===== src/rtl/seq_alu.sv =====
// seq_alu: multi-cycle execute-stage ALU with a start/busy/done handshake.
//
// Ports
//   clk_i      clock, all state changes on the rising edge
//   reset_i    synchronous active-high reset; aborts any operation in flight
//   start_i    request, accepted on an edge where start_i=1 and busy_o=0
//   select_i   opcode, latched on accept
//   data1_i    operand A / shift source, latched on accept
//   data2_i    operand B / shift amount, latched on accept
//   busy_o     operation in progress; start_i is ignored while high
//   done_o     one-cycle pulse after result_o/carry_o have been updated
//   result_o   registered result, held until the next completion
//   zero_o     combinational (result_o == 0)
//   carry_o    registered carry / no-borrow / multiply-overflow flag
//   state_o    current FSM state, for debug and checker binding
//
// Handshake: an op is accepted on a rising edge with start_i=1 and
// busy_o=0. busy_o stays high until the edge that writes result_o/carry_o;
// done_o is high for the single cycle after that edge, and because busy_o
// is already low there a new start_i in that cycle is accepted.
module seq_alu #(
  parameter int WIDTH = 8,
  parameter int CNT_W = 4
) (
  input  logic             clk_i,
  input  logic             reset_i,
  input  logic             start_i,
  input  logic [3:0]       select_i,
  input  logic [WIDTH-1:0] data1_i,
  input  logic [WIDTH-1:0] data2_i,
  output logic             busy_o,
  output logic             done_o,
  output logic [WIDTH-1:0] result_o,
  output logic             zero_o,
  output logic             carry_o,
  output logic [1:0]       state_o
);

  localparam int LOG_W = $clog2(WIDTH);

  localparam logic [3:0] OP_FWD = 4'b0000;
  localparam logic [3:0] OP_ADD = 4'b0001;
  localparam logic [3:0] OP_AND = 4'b0010;
  localparam logic [3:0] OP_OR  = 4'b0011;
  localparam logic [3:0] OP_SLL = 4'b0100;
  localparam logic [3:0] OP_SRL = 4'b0101;
  localparam logic [3:0] OP_SRA = 4'b0110;
  localparam logic [3:0] OP_ROR = 4'b0111;
  localparam logic [3:0] OP_SUB = 4'b1000;
  localparam logic [3:0] OP_MUL = 4'b1001;
  localparam logic [3:0] OP_XOR = 4'b1010;

  localparam logic [1:0] S_IDLE  = 2'd0;
  localparam logic [1:0] S_SHIFT = 2'd1;
  localparam logic [1:0] S_MUL   = 2'd2;
  localparam logic [1:0] S_EXEC  = 2'd3;

  localparam logic [WIDTH-1:0] WIDTH_V = WIDTH'(WIDTH);
  localparam logic [CNT_W-1:0] WIDTH_C = CNT_W'(WIDTH);
  localparam logic [CNT_W-1:0] ONE_C   = CNT_W'(1);

  logic [1:0]         state_q, state_d;
  logic [3:0]         op_q, op_d;
  logic [WIDTH-1:0]   a_q, a_d;
  logic [WIDTH-1:0]   b_q, b_d;
  logic [2*WIDTH-1:0] acc_q, acc_d;
  logic [CNT_W-1:0]   cnt_q, cnt_d;
  logic [WIDTH-1:0]   result_q, result_d;
  logic               carry_q, carry_d;
  logic               done_q, done_d;

  logic [CNT_W-1:0]   n_eff;
  logic               is_shift;
  logic [WIDTH:0]     add_sum;
  logic [WIDTH:0]     mul_sum;

  assign is_shift = (select_i == OP_SLL) || (select_i == OP_SRL) ||
                    (select_i == OP_SRA) || (select_i == OP_ROR);

  // Linear shifts saturate at WIDTH (which naturally flushes to all-zero or
  // all-sign); rotates wrap, so only the low LOG_W bits of the amount matter.
  always_comb begin
    n_eff = '0;
    if (select_i == OP_ROR) begin
      n_eff = CNT_W'(data2_i[LOG_W-1:0]);
    end else if (data2_i >= WIDTH_V) begin
      n_eff = WIDTH_C;
    end else begin
      n_eff = CNT_W'(data2_i);
    end
  end

  assign add_sum = {1'b0, a_q} + {1'b0, b_q};
  // Shift-add step: acc holds {partial product high half, remaining multiplier}.
  assign mul_sum = {1'b0, acc_q[2*WIDTH-1:WIDTH]} + (acc_q[0] ? {1'b0, a_q} : '0);

  always_comb begin
    state_d  = state_q;
    op_d     = op_q;
    a_d      = a_q;
    b_d      = b_q;
    acc_d    = acc_q;
    cnt_d    = cnt_q;
    result_d = result_q;
    carry_d  = carry_q;
    done_d   = 1'b0;
    case (state_q)
      S_IDLE: begin
        if (start_i) begin
          op_d  = select_i;
          a_d   = data1_i;
          b_d   = data2_i;
          acc_d = {{WIDTH{1'b0}}, data2_i};
          if (select_i == OP_MUL) begin
            cnt_d   = WIDTH_C;
            state_d = S_MUL;
          end else if (is_shift && (n_eff != '0)) begin
            cnt_d   = n_eff;
            state_d = S_SHIFT;
          end else begin
            state_d = S_EXEC;
          end
        end
      end
      S_SHIFT: begin
        case (op_q)
          OP_SLL:  a_d = {a_q[WIDTH-2:0], 1'b0};
          OP_SRL:  a_d = {1'b0, a_q[WIDTH-1:1]};
          OP_SRA:  a_d = {a_q[WIDTH-1], a_q[WIDTH-1:1]};
          default: a_d = {a_q[0], a_q[WIDTH-1:1]};
        endcase
        cnt_d = cnt_q - ONE_C;
        if (cnt_q == ONE_C) state_d = S_EXEC;
      end
      S_MUL: begin
        acc_d = {mul_sum, acc_q[WIDTH-1:1]};
        cnt_d = cnt_q - ONE_C;
        if (cnt_q == ONE_C) state_d = S_EXEC;
      end
      default: begin
        carry_d = 1'b0;
        case (op_q)
          OP_FWD: result_d = b_q;
          OP_ADD: begin
            result_d = add_sum[WIDTH-1:0];
            carry_d  = add_sum[WIDTH];
          end
          OP_SUB: begin
            result_d = a_q - b_q;
            carry_d  = (a_q >= b_q);
          end
          OP_AND: result_d = a_q & b_q;
          OP_OR:  result_d = a_q | b_q;
          OP_XOR: result_d = a_q ^ b_q;
          OP_SLL, OP_SRL, OP_SRA, OP_ROR: result_d = a_q;
          OP_MUL: begin
            result_d = acc_q[WIDTH-1:0];
            carry_d  = |acc_q[2*WIDTH-1:WIDTH];
          end
          default: result_d = '0;
        endcase
        done_d  = 1'b1;
        state_d = S_IDLE;
      end
    endcase
  end

  always_ff @(posedge clk_i) begin
    if (reset_i) begin
      state_q  <= S_IDLE;
      op_q     <= '0;
      a_q      <= '0;
      b_q      <= '0;
      acc_q    <= '0;
      cnt_q    <= '0;
      result_q <= '0;
      carry_q  <= 1'b0;
      done_q   <= 1'b0;
    end else begin
      state_q  <= state_d;
      op_q     <= op_d;
      a_q      <= a_d;
      b_q      <= b_d;
      acc_q    <= acc_d;
      cnt_q    <= cnt_d;
      result_q <= result_d;
      carry_q  <= carry_d;
      done_q   <= done_d;
    end
  end

  assign busy_o   = (state_q != S_IDLE);
  assign done_o   = done_q;
  assign result_o = result_q;
  assign zero_o   = (result_q == '0);
  assign carry_o  = carry_q;
  assign state_o  = state_q;

endmodule

===== config.mk =====
export PLATFORM = sky130hd
export DESIGN_NAME = seq_alu
export DESIGN_NICKNAME = d
export VERILOG_FILES = /design/src/rtl/seq_alu.sv
export SDC_FILE = /design/constraint.sdc
export NUM_CORES = 1
export LEC_CHECK = 0
export BUFFER_PORTS_ARGS = -buffer_cell sky130_fd_sc_hd__buf_2
export CORE_MARGIN = 2
export CORE_UTILIZATION = 55
export DETAILED_ROUTE_END_ITERATION = 6
export PLACE_DENSITY = 0.78
export SYNTH_ARGS = -nofsm -noshare
export SYNTH_HDL_FRONTEND = slang
export SYNTH_SLANG_ARGS = --single-unit
export TNS_END_PERCENT = 1

===== constraint.sdc =====
create_clock -name clk_i -period 2.26 [get_ports clk_i]
set_clock_uncertainty 0.2 [all_clocks]
set_input_delay 0.339 -clock clk_i [delete_from_list [all_inputs] [get_ports clk_i]]
set_output_delay 0.339 -clock clk_i [all_outputs]
set_load 0.03 [all_outputs]

==> results of run 1 <==
## final cells by class
cell class                 instances  area [um2]  area share [%]
multi-input combinational        425        2934           56.97
inverter                          33       126.4           2.454
timing repair buffer             117       800.8           15.55
clock inverter                     3       46.29          0.8989
clock buffer                       5       68.82           1.336
tap                               99       123.9           2.405
sequential                        52        1050           20.38
## cells by family (layout without fill, tap and decap cells)
family	after synthesis	count (layout)	share of synthesized area [%]
fa+ha+maj	43	43	13.59
buf+inv	64	158	6.369
flops	52	52	25.24
compound gates	168	168	27.45
simple gates	190	190	21.72
mux	16	16	3.943
xor+xnor	8	8	1.698
## per-layer routing
metal,vias to the layer above,routed length (um),global-route usage [%]
met5,-,0,0
li1,2122,-,-
met3,34,851,4.174
met2,177,6194,55.72
met1,2027,5616,41.85
met4,0,343,11.41
## stage by stage
stage	setup WS, ns	utilization (%)	power, mW	hold WS, ns
after floorplan	-0.04443	-	3.429	0.2530
after global placement	-0.1343	67.81	4.520	0.2807
after detailed placement	-0.1597	67.81	4.587	0.2827
after CTS	-0.1612	70.12	5.322	0.06991
after global routing	-0.2302	71.00	5.813	0.07890
final	-0.1501	71.00	5.443	0.07751
## what timing repair did
item                                    in CTS  in global routing
cloned                                       0                  0
setup buffers                                2                  0
hold buffers                                 0                  0
pin swaps                                    3                  4
endpoints found under the hold margin        0                  0
endpoints found under the setup margin       9                 11
resized for setup                           10                 14
## cell usage after synthesis, drive strengths merged, types with 4 or more instances
library cell  instances
a21o                  7
dfxtp                52
nand3                 6
nor3                  8
inv                  33
a211oi               25
a22o                  5
xor2                  4
a21oi                57
o21ai                19
and2                 10
ha                   40
mux2i                14
nand2b               14
nor4                  5
or3                   5
nand2                54
nor2                 66
a22oi                 9
nor2b                11
o31ai                 5
xnor2                 4
buf                  16
clkbuf               15
## report_power, final
group / internal (mW) / total [mW] / switching (mW)
Combinational: 1.48 / 3.44 / 1.96
Sequential: 1.12 / 1.31 / 0.190
Clock: 0.335 / 0.691 / 0.356
Total: 2.94 / 5.44 / 2.51
## worst min-delay path, cell delays in order
cell and delay [ns]:
buf_2 0.13, nand2_1 0.06, a21oi_1 0.05
## final timing paths
check / start / endpoint / slack (ns) / cells after the start
setup / recovery: a_q[0] / carry_o / -0.15 / 10
hold / removal: data2_i[0] / b_q[0] / 0.08 / 3
setup reg to reg: a_q[0] / carry_o / -0.15 / 10
hold reg to reg: b_q[7] / b_q[7] / 0.30 / 2
## sequential cells by signal (all words and copies together) (netlist names)
| signal | cells |
|---|---|
| state_o | 2 |
| a_q | 8 |
| carry_o | 1 |
| result_o | 8 |
| b_q | 8 |
| done_o | 1 |
| cnt_q | 4 |
| op_q | 4 |
| acc_q | 16 |
==> results.yml, run 1 <==
run_status:
  status: "complete, but fails checks"
  failed_checks: "setup timing"
logic_synthesis:
  ys_ff_latch: 52
  async_reset_ff_share_pct: 0
  syn_area_mm2: 0.004125
  synth_area_leaders: "dfxtp_1, ha_1, a21oi_1"
  synthCells: 541
  avgSynthCellArea_um2: 7.625
  ys_warn_count: 0
  synth_nets: 607
  netlist.area_leader.share_pct: 25.24
  synth_edf_count: 0
  seq_area_frac_synth_pct: 25.24
  synth.distinct_cells: 66
  yosysTopAreaCell: "dfxtp_1"
  synthFlopType: "dfxtp_1"
die:
  die_area_mm2: 0.008209
  rows: 31
  dieWidth_um: 90.61
  start_util_pct: 56.87
  core-area_mm2: 0.007253
  io_pins: 37
  die_h_um: 90.61
critical_path:
  crit_arrival_ns: 2.40
  crit_type: "flip-flop to flip-flop"
  critPathBufInv: 2
  crit_fanout: 4
  critPathTopFamily: "compound AO/OA/AOI/OAI gates"
  worst_path_largest_cell_delay_ns: 0.39
  slowest_stage: "or3_4"
  crit_path_cell_trace: "inv_4, ha_4, inv_1, fa_2, nand2b_4, a21oi_2, or3_4, o2111a_1, o31ai_1, a311oi_1"
  worstPathRequired_ns: 2.25
  cp-start-kind: "flip-flop"
  crit_path_end_kind: "flip-flop"
routing:
  drc: 0
  viasPerCell: 5.940
  drt.antenna.violating_nets: 0
  detail_route.wl_per_cell_um: 17.72
  drt_iter0_drc: 435
  first_pass_iters: 6
  num_vias: 4360
  drt_wl_total_mm: 13.01
placed_design:
  io_buffer_count: 36
  place_area_mm2: 0.004918
  placedCellCount: 724
  hpwl_mm: 10.14
  gp_congestion: 0.9672
final_layout:
  layout.cells.non_filler: 734
  drive_above_1_share_pct: 25.20
  layout_commonest_cell: "buf_4"
  final_cell_mix: "buf_4, nor2_1, nand2_1"
  fill_cells: 584
  design_area_mm2: 0.005150
  nNetsFinal: 700
  area.growth.synth_to_final_pct: 24.84
  diodes: 0
global_routing:
  grt_pass1_vias: 4321
  grt_usage_pct: 32.47
  grt_pass1_wl_mm: 21.58
  grt-ovfl-total: 0
  grt_start_max_net_pins: 30
  antenna_found_initial: 0
timing:
  fin_ws_ns: -0.1501
  rsz0062_at_grt: "yes"
  finalCriticalPeriod_ns: 2.410
  worst_pin_slew_ns: 0.6746
  setup_tns_ns: -0.3878
  max_slew_margin_pct: 54.84
  hold_viol: 0
  slew_viol_final: 0
  fin_crit_sh_pct: 106.6
  setup_viol: 3
  clock.fmax_ghz: 0.4149
clock_network:
  cts_sinks: 52
  cts_tree: "yes"
  cts_max_path_buffers: 2
  cts_buffers: 5
  htree_levels: 2
  worstSkewPairLatency_ns: 0.32
  cts-root-buf: "clkbuf_8"
  clk_pin_slew_ns: 0.11
pwr:
  p_leak_nw: 2.267
  peakVddDrop_mv: 1.002
  powerDensity_mw_per_mm2: 1057
flow_run:
  drv_cap: 0
worst_hold_path:
  hp-class: "input port to flip-flop"
Note: power is estimated with default switching activity, not from simulation.
==> run 2, diff against run 1 <==
--- a/config.mk
+++ b/config.mk
@@ -7,9 +7,10 @@
 export LEC_CHECK = 0
 export BUFFER_PORTS_ARGS = -buffer_cell sky130_fd_sc_hd__buf_2
 export CORE_MARGIN = 2
-export CORE_UTILIZATION = 55
+export CORE_UTILIZATION = 56
+export CTS_BUF_LIST = sky130_fd_sc_hd__clkbuf_4
 export DETAILED_ROUTE_END_ITERATION = 6
-export PLACE_DENSITY = 0.78
+export PLACE_DENSITY = 0.79
 export SYNTH_ARGS = -nofsm -noshare
 export SYNTH_HDL_FRONTEND = slang
 export SYNTH_SLANG_ARGS = --single-unit
==> run 2 against run 1 <==
The flow still finishes with violations (setup timing). Die area fell by 1.7%. Cell area is 0.39% lower. Count of clock-buffer cells in the layout is the same. Core utilization up 0.49 points. Via count grew 3.6%. Critical path type unchanged. Critical endpoint unchanged. Largest power group unchanged.
==> results.yml, run 2 (synthesized netlist as in run 1, its figures left out) <==
routing:
  detail_route.wl_per_cell_um: 17.45
  first_pass_iters: 7
  num_vias: 4515
  drc: 0
  viasPerCell: 6.110
  drt_wl_total_mm: 12.89
  drt.antenna.violating_nets: 0
  drt_iter0_drc: 388
timing:
  clock.fmax_ghz: 0.4192
  fin_crit_sh_pct: 105.6
  rsz0062_at_grt: "yes"
  fin_ws_ns: -0.1257
  finalCriticalPeriod_ns: 2.386
  hold_viol: 0
  worst_pin_slew_ns: 0.8197
  setup_viol: 5
  slew_viol_final: 0
  max_slew_margin_pct: 45.28
global_routing:
  grt_pass1_vias: 4434
  grt_pass1_wl_mm: 21.46
  antenna_found_initial: 0
  grt-ovfl-total: 0
  grt_start_max_net_pins: 33
  grt_usage_pct: 32.21
final_layout:
  final_cell_mix: "buf_4, nor2_1, nand2_1"
  nNetsFinal: 705
  diodes: 0
  layout_commonest_cell: "buf_4"
  drive_above_1_share_pct: 25.16
  regMostFlops: "acc_q"
  area.growth.synth_to_final_pct: 24.36
  layout.cells.non_filler: 739
  fill_cells: 568
  largest_register_ffs: 16
critical_path:
  r2r_start: "a_q[0]"
  r2r_slack_ns: -0.13
  cp-start-kind: "flip-flop"
  worst_path_largest_cell_delay_ns: 0.40
  rr_endpoint: "carry_o"
  r2r_cells: 10
  slowest_stage: "dfxtp_4"
  crit_path_cell_trace: "inv_4, ha_4, inv_2, fa_2, nand2b_1, a21oi_2, or3_4, o2111a_1, o31ai_1, a311oi_1"
  critPathTopFamily: "compound AO/OA/AOI/OAI gates"
  crit_type: "flip-flop to flip-flop"
  worstPathRequired_ns: 2.36
  crit_path_end_kind: "flip-flop"
  crit_arrival_ns: 2.49
  critPathBufInv: 2
  crit_fanout: 5
die:
  io_pins: 37
  die_h_um: 89.83
  dieWidth_um: 89.83
  rows: 31
  core-area_mm2: 0.007176
  die_area_mm2: 0.008069
  start_util_pct: 57.49
clock_network:
  cts_tree: "yes"
  worstSkewPairLatency_ns: 0.40
  cts_buffers: 5
  cts_sinks: 52
  cts-root-buf: "clkbuf_4"
  htree_levels: 2
  clk_pin_slew_ns: 0.18
  cts_max_path_buffers: 2
pwr:
  powerDensity_mw_per_mm2: 1023
  peakVddDrop_mv: 0.8529
  p_leak_nw: 2.260
worst_hold_path:
  min_to: "b_q[1]"
  hp-class: "input port to flip-flop"
  whs_path_depth: 3
  hp-start: "data2_i[1]"
placed_design:
  placedCellCount: 722
  hpwl_mm: 9.712
  dp_slack_ns: -0.1181
  io_buffer_count: 36
  gp_congestion: 0.9920
run_status:
  status: "complete, but fails checks"
  failed_checks: "setup timing"
flow_run:
  drv_cap: 0
==> run 2: cell types whose count changed in the layout (fill, tap and decap cells not counted), moves of 2 or more <==
cell	change
dfxtp_2	+2
dfxtp_1	-2
clkbuf_4	+5
a211oi_1	-2
dlygate4sd3_1	+6
a211oi_2	+2
clkbuf_8	-5
==> run 2: report_power, final <==
part           leakage [nW]  switching, mW  total (mW)  internal, mW
Clock                0.0330          0.345       0.466         0.121
Combinational          1.80           1.93        3.45          1.52
Sequential            0.428          0.212        1.33          1.12
==> run 2: layer usage <==
metal	routed length [um]	global-route usage, %	vias up
met5	0	0	-
met4	401	11.54	0
met3	938	4.862	38
met2	5915	53.28	224
met1	5637	42.95	2120
li1	-	-	2133
==> run 2: layout make-up <==
type / instances / area (um2) / share of cell area [%]
clock inverter: 3 / 17.52 / 0.3415
clock buffer: 5 / 37.54 / 0.7317
tap: 99 / 123.9 / 2.415
multi-input combinational: 425 / 2932 / 57.15
sequential: 52 / 1052 / 20.51
timing repair buffer: 122 / 840.8 / 16.39
inverter: 33 / 126.4 / 2.463
==> run 2: worst reg2reg max path, delay by kind of cell, from the launching register on <==
kind | cells | cell delay (ns)
and+or+nand+nor | 2 | 0.49
DFF | 1 | 0.40
AOI/OAI and AO/OA | 4 | 0.65
buffers and inverters | 2 | 0.09
adders and majority gates | 2 | 0.47
==> run 2: metrics by stage <==
stage	total power [mW]	TNS (ns)	utilization [%]	hold slack [ns]	instance area, um2
6_report	5.246	-0.4032	71.49	0.01791	5130
5_1_grt	5.619	-1.168	71.49	0.02479	5130
4_1_cts	5.135	-0.2734	71.21	0.01376	5110
3_5_place_dp	4.547	-0.4497	68.16	0.2833	4891
3_3_place_gp	4.468	-0.2186	68.16	0.2701	4891
2_1_floorplan	3.429	-0.08739	-	0.2530	4148
==> run 2: worst max path at each step <==
stage / start / endpoint / slack [ns] / cells after the start
finish: a_q[0] / carry_o / -0.13 / 10
global route: a_q[0] / result_o[6] / -0.21 / 10
CTS: a_q[0] / carry_o / -0.1 / 10
detailed placement: a_q[0] / carry_o / -0.12 / 10
global placement: a_q[0] / carry_o / -0.10 / 10
floorplan: a_q[0] / carry_o / -0.04 / 10
==> run 2: what timing repair did <==
action                                  4_1_cts  5_1_grt
hold buffers                                  6        0
gates resized for setup                      20        7
pin swaps                                     2        1
buffers inserted                              3        0
hold endpoints to repair                      6        0
endpoints found under the setup margin        8       15
==> run 3, diff against run 2 <==
--- a/config.mk
+++ b/config.mk
@@ -5,6 +5,7 @@
 export SDC_FILE = /design/constraint.sdc
 export NUM_CORES = 1
 export LEC_CHECK = 0
+export ABC_AREA = 1
 export BUFFER_PORTS_ARGS = -buffer_cell sky130_fd_sc_hd__buf_2
 export CORE_MARGIN = 2
 export CORE_UTILIZATION = 56
==> constraint.sdc (replaced) <==
create_clock -name clk_i -period 2.26 [get_ports clk_i]
set_clock_uncertainty 0.2 [all_clocks]
set_input_delay 0.339 -clock clk_i [delete_from_list [all_inputs] [get_ports clk_i]]
set_output_delay 0.339 -clock clk_i [all_outputs]
set_load 0.1 [all_outputs]
==> run 3 against run 2 <==
The run now ends clean. Worst setup slack improved by 0.21 ns. Flip-flop and latch count is the same. Fmax is 9.9% higher. Critical path type is now flip-flop to output pin. Largest power group unchanged.
==> results.yml, run 3 <==
clock_network:
  htree_levels: 2
  clk_pin_slew_ns: 0.14
  cts_setup_buffers: 0
  cts_max_path_buffers: 2
  cts-root-buf: "clkbuf_4"
  cts_tree: "yes"
  worstSkewPairLatency_ns: 0.36
  cts_buffers: 5
  cts_sinks: 52
logic_synthesis:
  synth_nets: 687
  synth_edf_count: 0
  yosysTopAreaCell: "dfxtp_1"
  async_reset_ff_share_pct: 0
  yosysMostFrequentCell: "nand2_1"
  ys_ff_latch: 52
  synth.distinct_cells: 43
  synthCells: 621
  syn_area_mm2: 0.004069
  netlist.area_leader.share_pct: 25.58
  avgSynthCellArea_um2: 6.552
  synthTopCellsByCount: "nand2_1, inv_1, a21oi_1, o21ai_0, dfxtp_1"
  seq_area_frac_synth_pct: 25.58
  synth_area_leaders: "dfxtp_1, nand2_1, ha_1"
  synthFlopType: "dfxtp_1"
  ys_warn_count: 0
final_layout:
  final_cell_mix: "nand2_1, inv_1, a21oi_1"
  fill_cells: 688
  design_area_mm2: 0.004538
  multi_input_area_mm2: 0.002620
  post-route-util_pct: 63.59
  regMostFlops: "acc_q"
  largest_register_ffs: 16
  nNetsFinal: 734
  drive_above_1_share_pct: 14.99
  layout_commonest_cell: "nand2_1"
  ff_latch_area_mm2: 0.001049
  diodes: 0
  area.growth.synth_to_final_pct: 11.53
critical_path:
  slowest_stage: "buf_2"
  crit_path_end_kind: "output pin"
  cp-start-kind: "flip-flop"
  worstPathRequired_ns: 1.72
  worst_path_largest_cell_delay_ns: 0.44
  crit_type: "flip-flop to output pin"
  crit_arrival_ns: 1.63
  crit_fanout: 6
  crit_path_cell_trace: "inv_1, ha_1, inv_2, buf_2"
global_routing:
  grt_start_max_net_pins: 29
  antenna_found_initial: 0
  grt-ovfl-total: 0
  grt_pass1_vias: 3955
  grt_usage_pct: 31.08
  grt_pass1_wl_mm: 19.21
placed_design:
  place_area_mm2: 0.004449
  io_buffer_count: 36
  gp_congestion: 0.9822
  dp_slack_ns: 0.01209
  hpwl_mm: 9.551
timing:
  whs_ns: 0.05025
  clock.fmax_ghz: 0.4606
  hold_viol: 0
  rsz0062_at_grt: "no"
  slew_viol_final: 0
  max_slew_margin_pct: 54.18
  setup_viol: 0
  fin_ws_ns: 0.08889
  setup_tns_ns: 0
  worst_pin_slew_ns: 0.6866
  fin_crit_sh_pct: 96.07
  finalCriticalPeriod_ns: 2.171
routing:
  drt_wl_total_mm: 11.86
  viasPerCell: 5.670
  num_vias: 4343
  detail_route.wl_per_cell_um: 15.49
  drc: 0
  drt.antenna.violating_nets: 0
  drt_iter0_drc: 336
  first_pass_iters: 5
run_status:
  status: "finished clean"
die:
  dieWidth_um: 89.24
  die_area_mm2: 0.007964
  die_h_um: 89.24
  io_pins: 37
  start_util_pct: 57.01
  rows: 31
  core-area_mm2: 0.007137
worst_hold_path:
  hp-class: "input port to flip-flop"
pwr:
  p_leak_nw: 2.205
  peakVddDrop_mv: 0.6603
  powerDensity_mw_per_mm2: 1176
flow_run:
  drv_cap: 0
-- run 3: changes by cell type after synthesis, sizes merged, moves of 23 or more --
cell / previous run / this run
nand2: 54 / 157
inv: 33 / 85
o21ai: 19 / 62
nand3: 6 / 43
nor2: 66 / 41
a211oi: 25 / 2
-- run 3: metrics by stage --
stage               power, mW  std cells
detailed placement      4.765        760
global placement        4.694        760
CTS                     5.282        766
finish                  5.338        766
floorplan               3.841        621
global route            5.795        766
-- run 3: per-layer routing --
metal / GRT usage (%) / wire length, um
met1: 41.59 / 5103
met2: 51.04 / 5621
met3: 5.078 / 849
met4: 10.31 / 290
met5: 0 / 0
-- run 3: where the power goes --
| group | total, mW | internal [mW] | leakage (nW) | switching (mW) |
|---|---|---|---|---|
| Clock | 0.501 | 0.222 | 0.0371 | 0.279 |
| Sequential | 1.35 | 1.14 | 0.429 | 0.210 |
| Combinational | 3.48 | 1.13 | 1.74 | 2.35 |
-- run 3: worst paths after layout --
path | start | to | cells past startpoint | slack (ns)
hold / removal | data2_i[3] | acc_q[3] | 3 | 0.05
hold reg to reg | result_o[7] | result_o[7] | 2 | 0.29
setup reg to reg | a_q[0] | carry_o | 10 | 0.10
setup / recovery | state_o[0] | busy_o | 4 | 0.09
-- run 3: kinds of logic after synthesis --
kind of cell,count (synthesis),share of synthesized area (%)
and+or+nand+nor,263,27.89
AOI/OAI and AO/OA,156,21.77
buffers and inverters,105,10.55
DFF,52,25.58
adders and majority gates,43,13.78
xor gates and xnor gates,2,0.4306
-- run 3: timing repair --
action                     in CTS  in global routing
hold buffers                    0                  0
resized for setup               1                 10
setup endpoints to repair       1                 10
-- run 3: layout make-up --
class / instances / share of cell area (%)
clock inverters: 1 / 0.6617
flip-flops and latches: 52 / 23.10
repair buffers: 59 / 7.830
well taps: 99 / 2.730
clock buffers: 5 / 0.8271
multi-input cells: 464 / 57.73
inverters: 86 / 7.113
-- run 3: critical path, delay by kind of cell (launching register included) --
family	cells	cell delay, ns
DFF	1	0.39
adders and majority gates	1	0.25
buffers and inverters	3	0.63
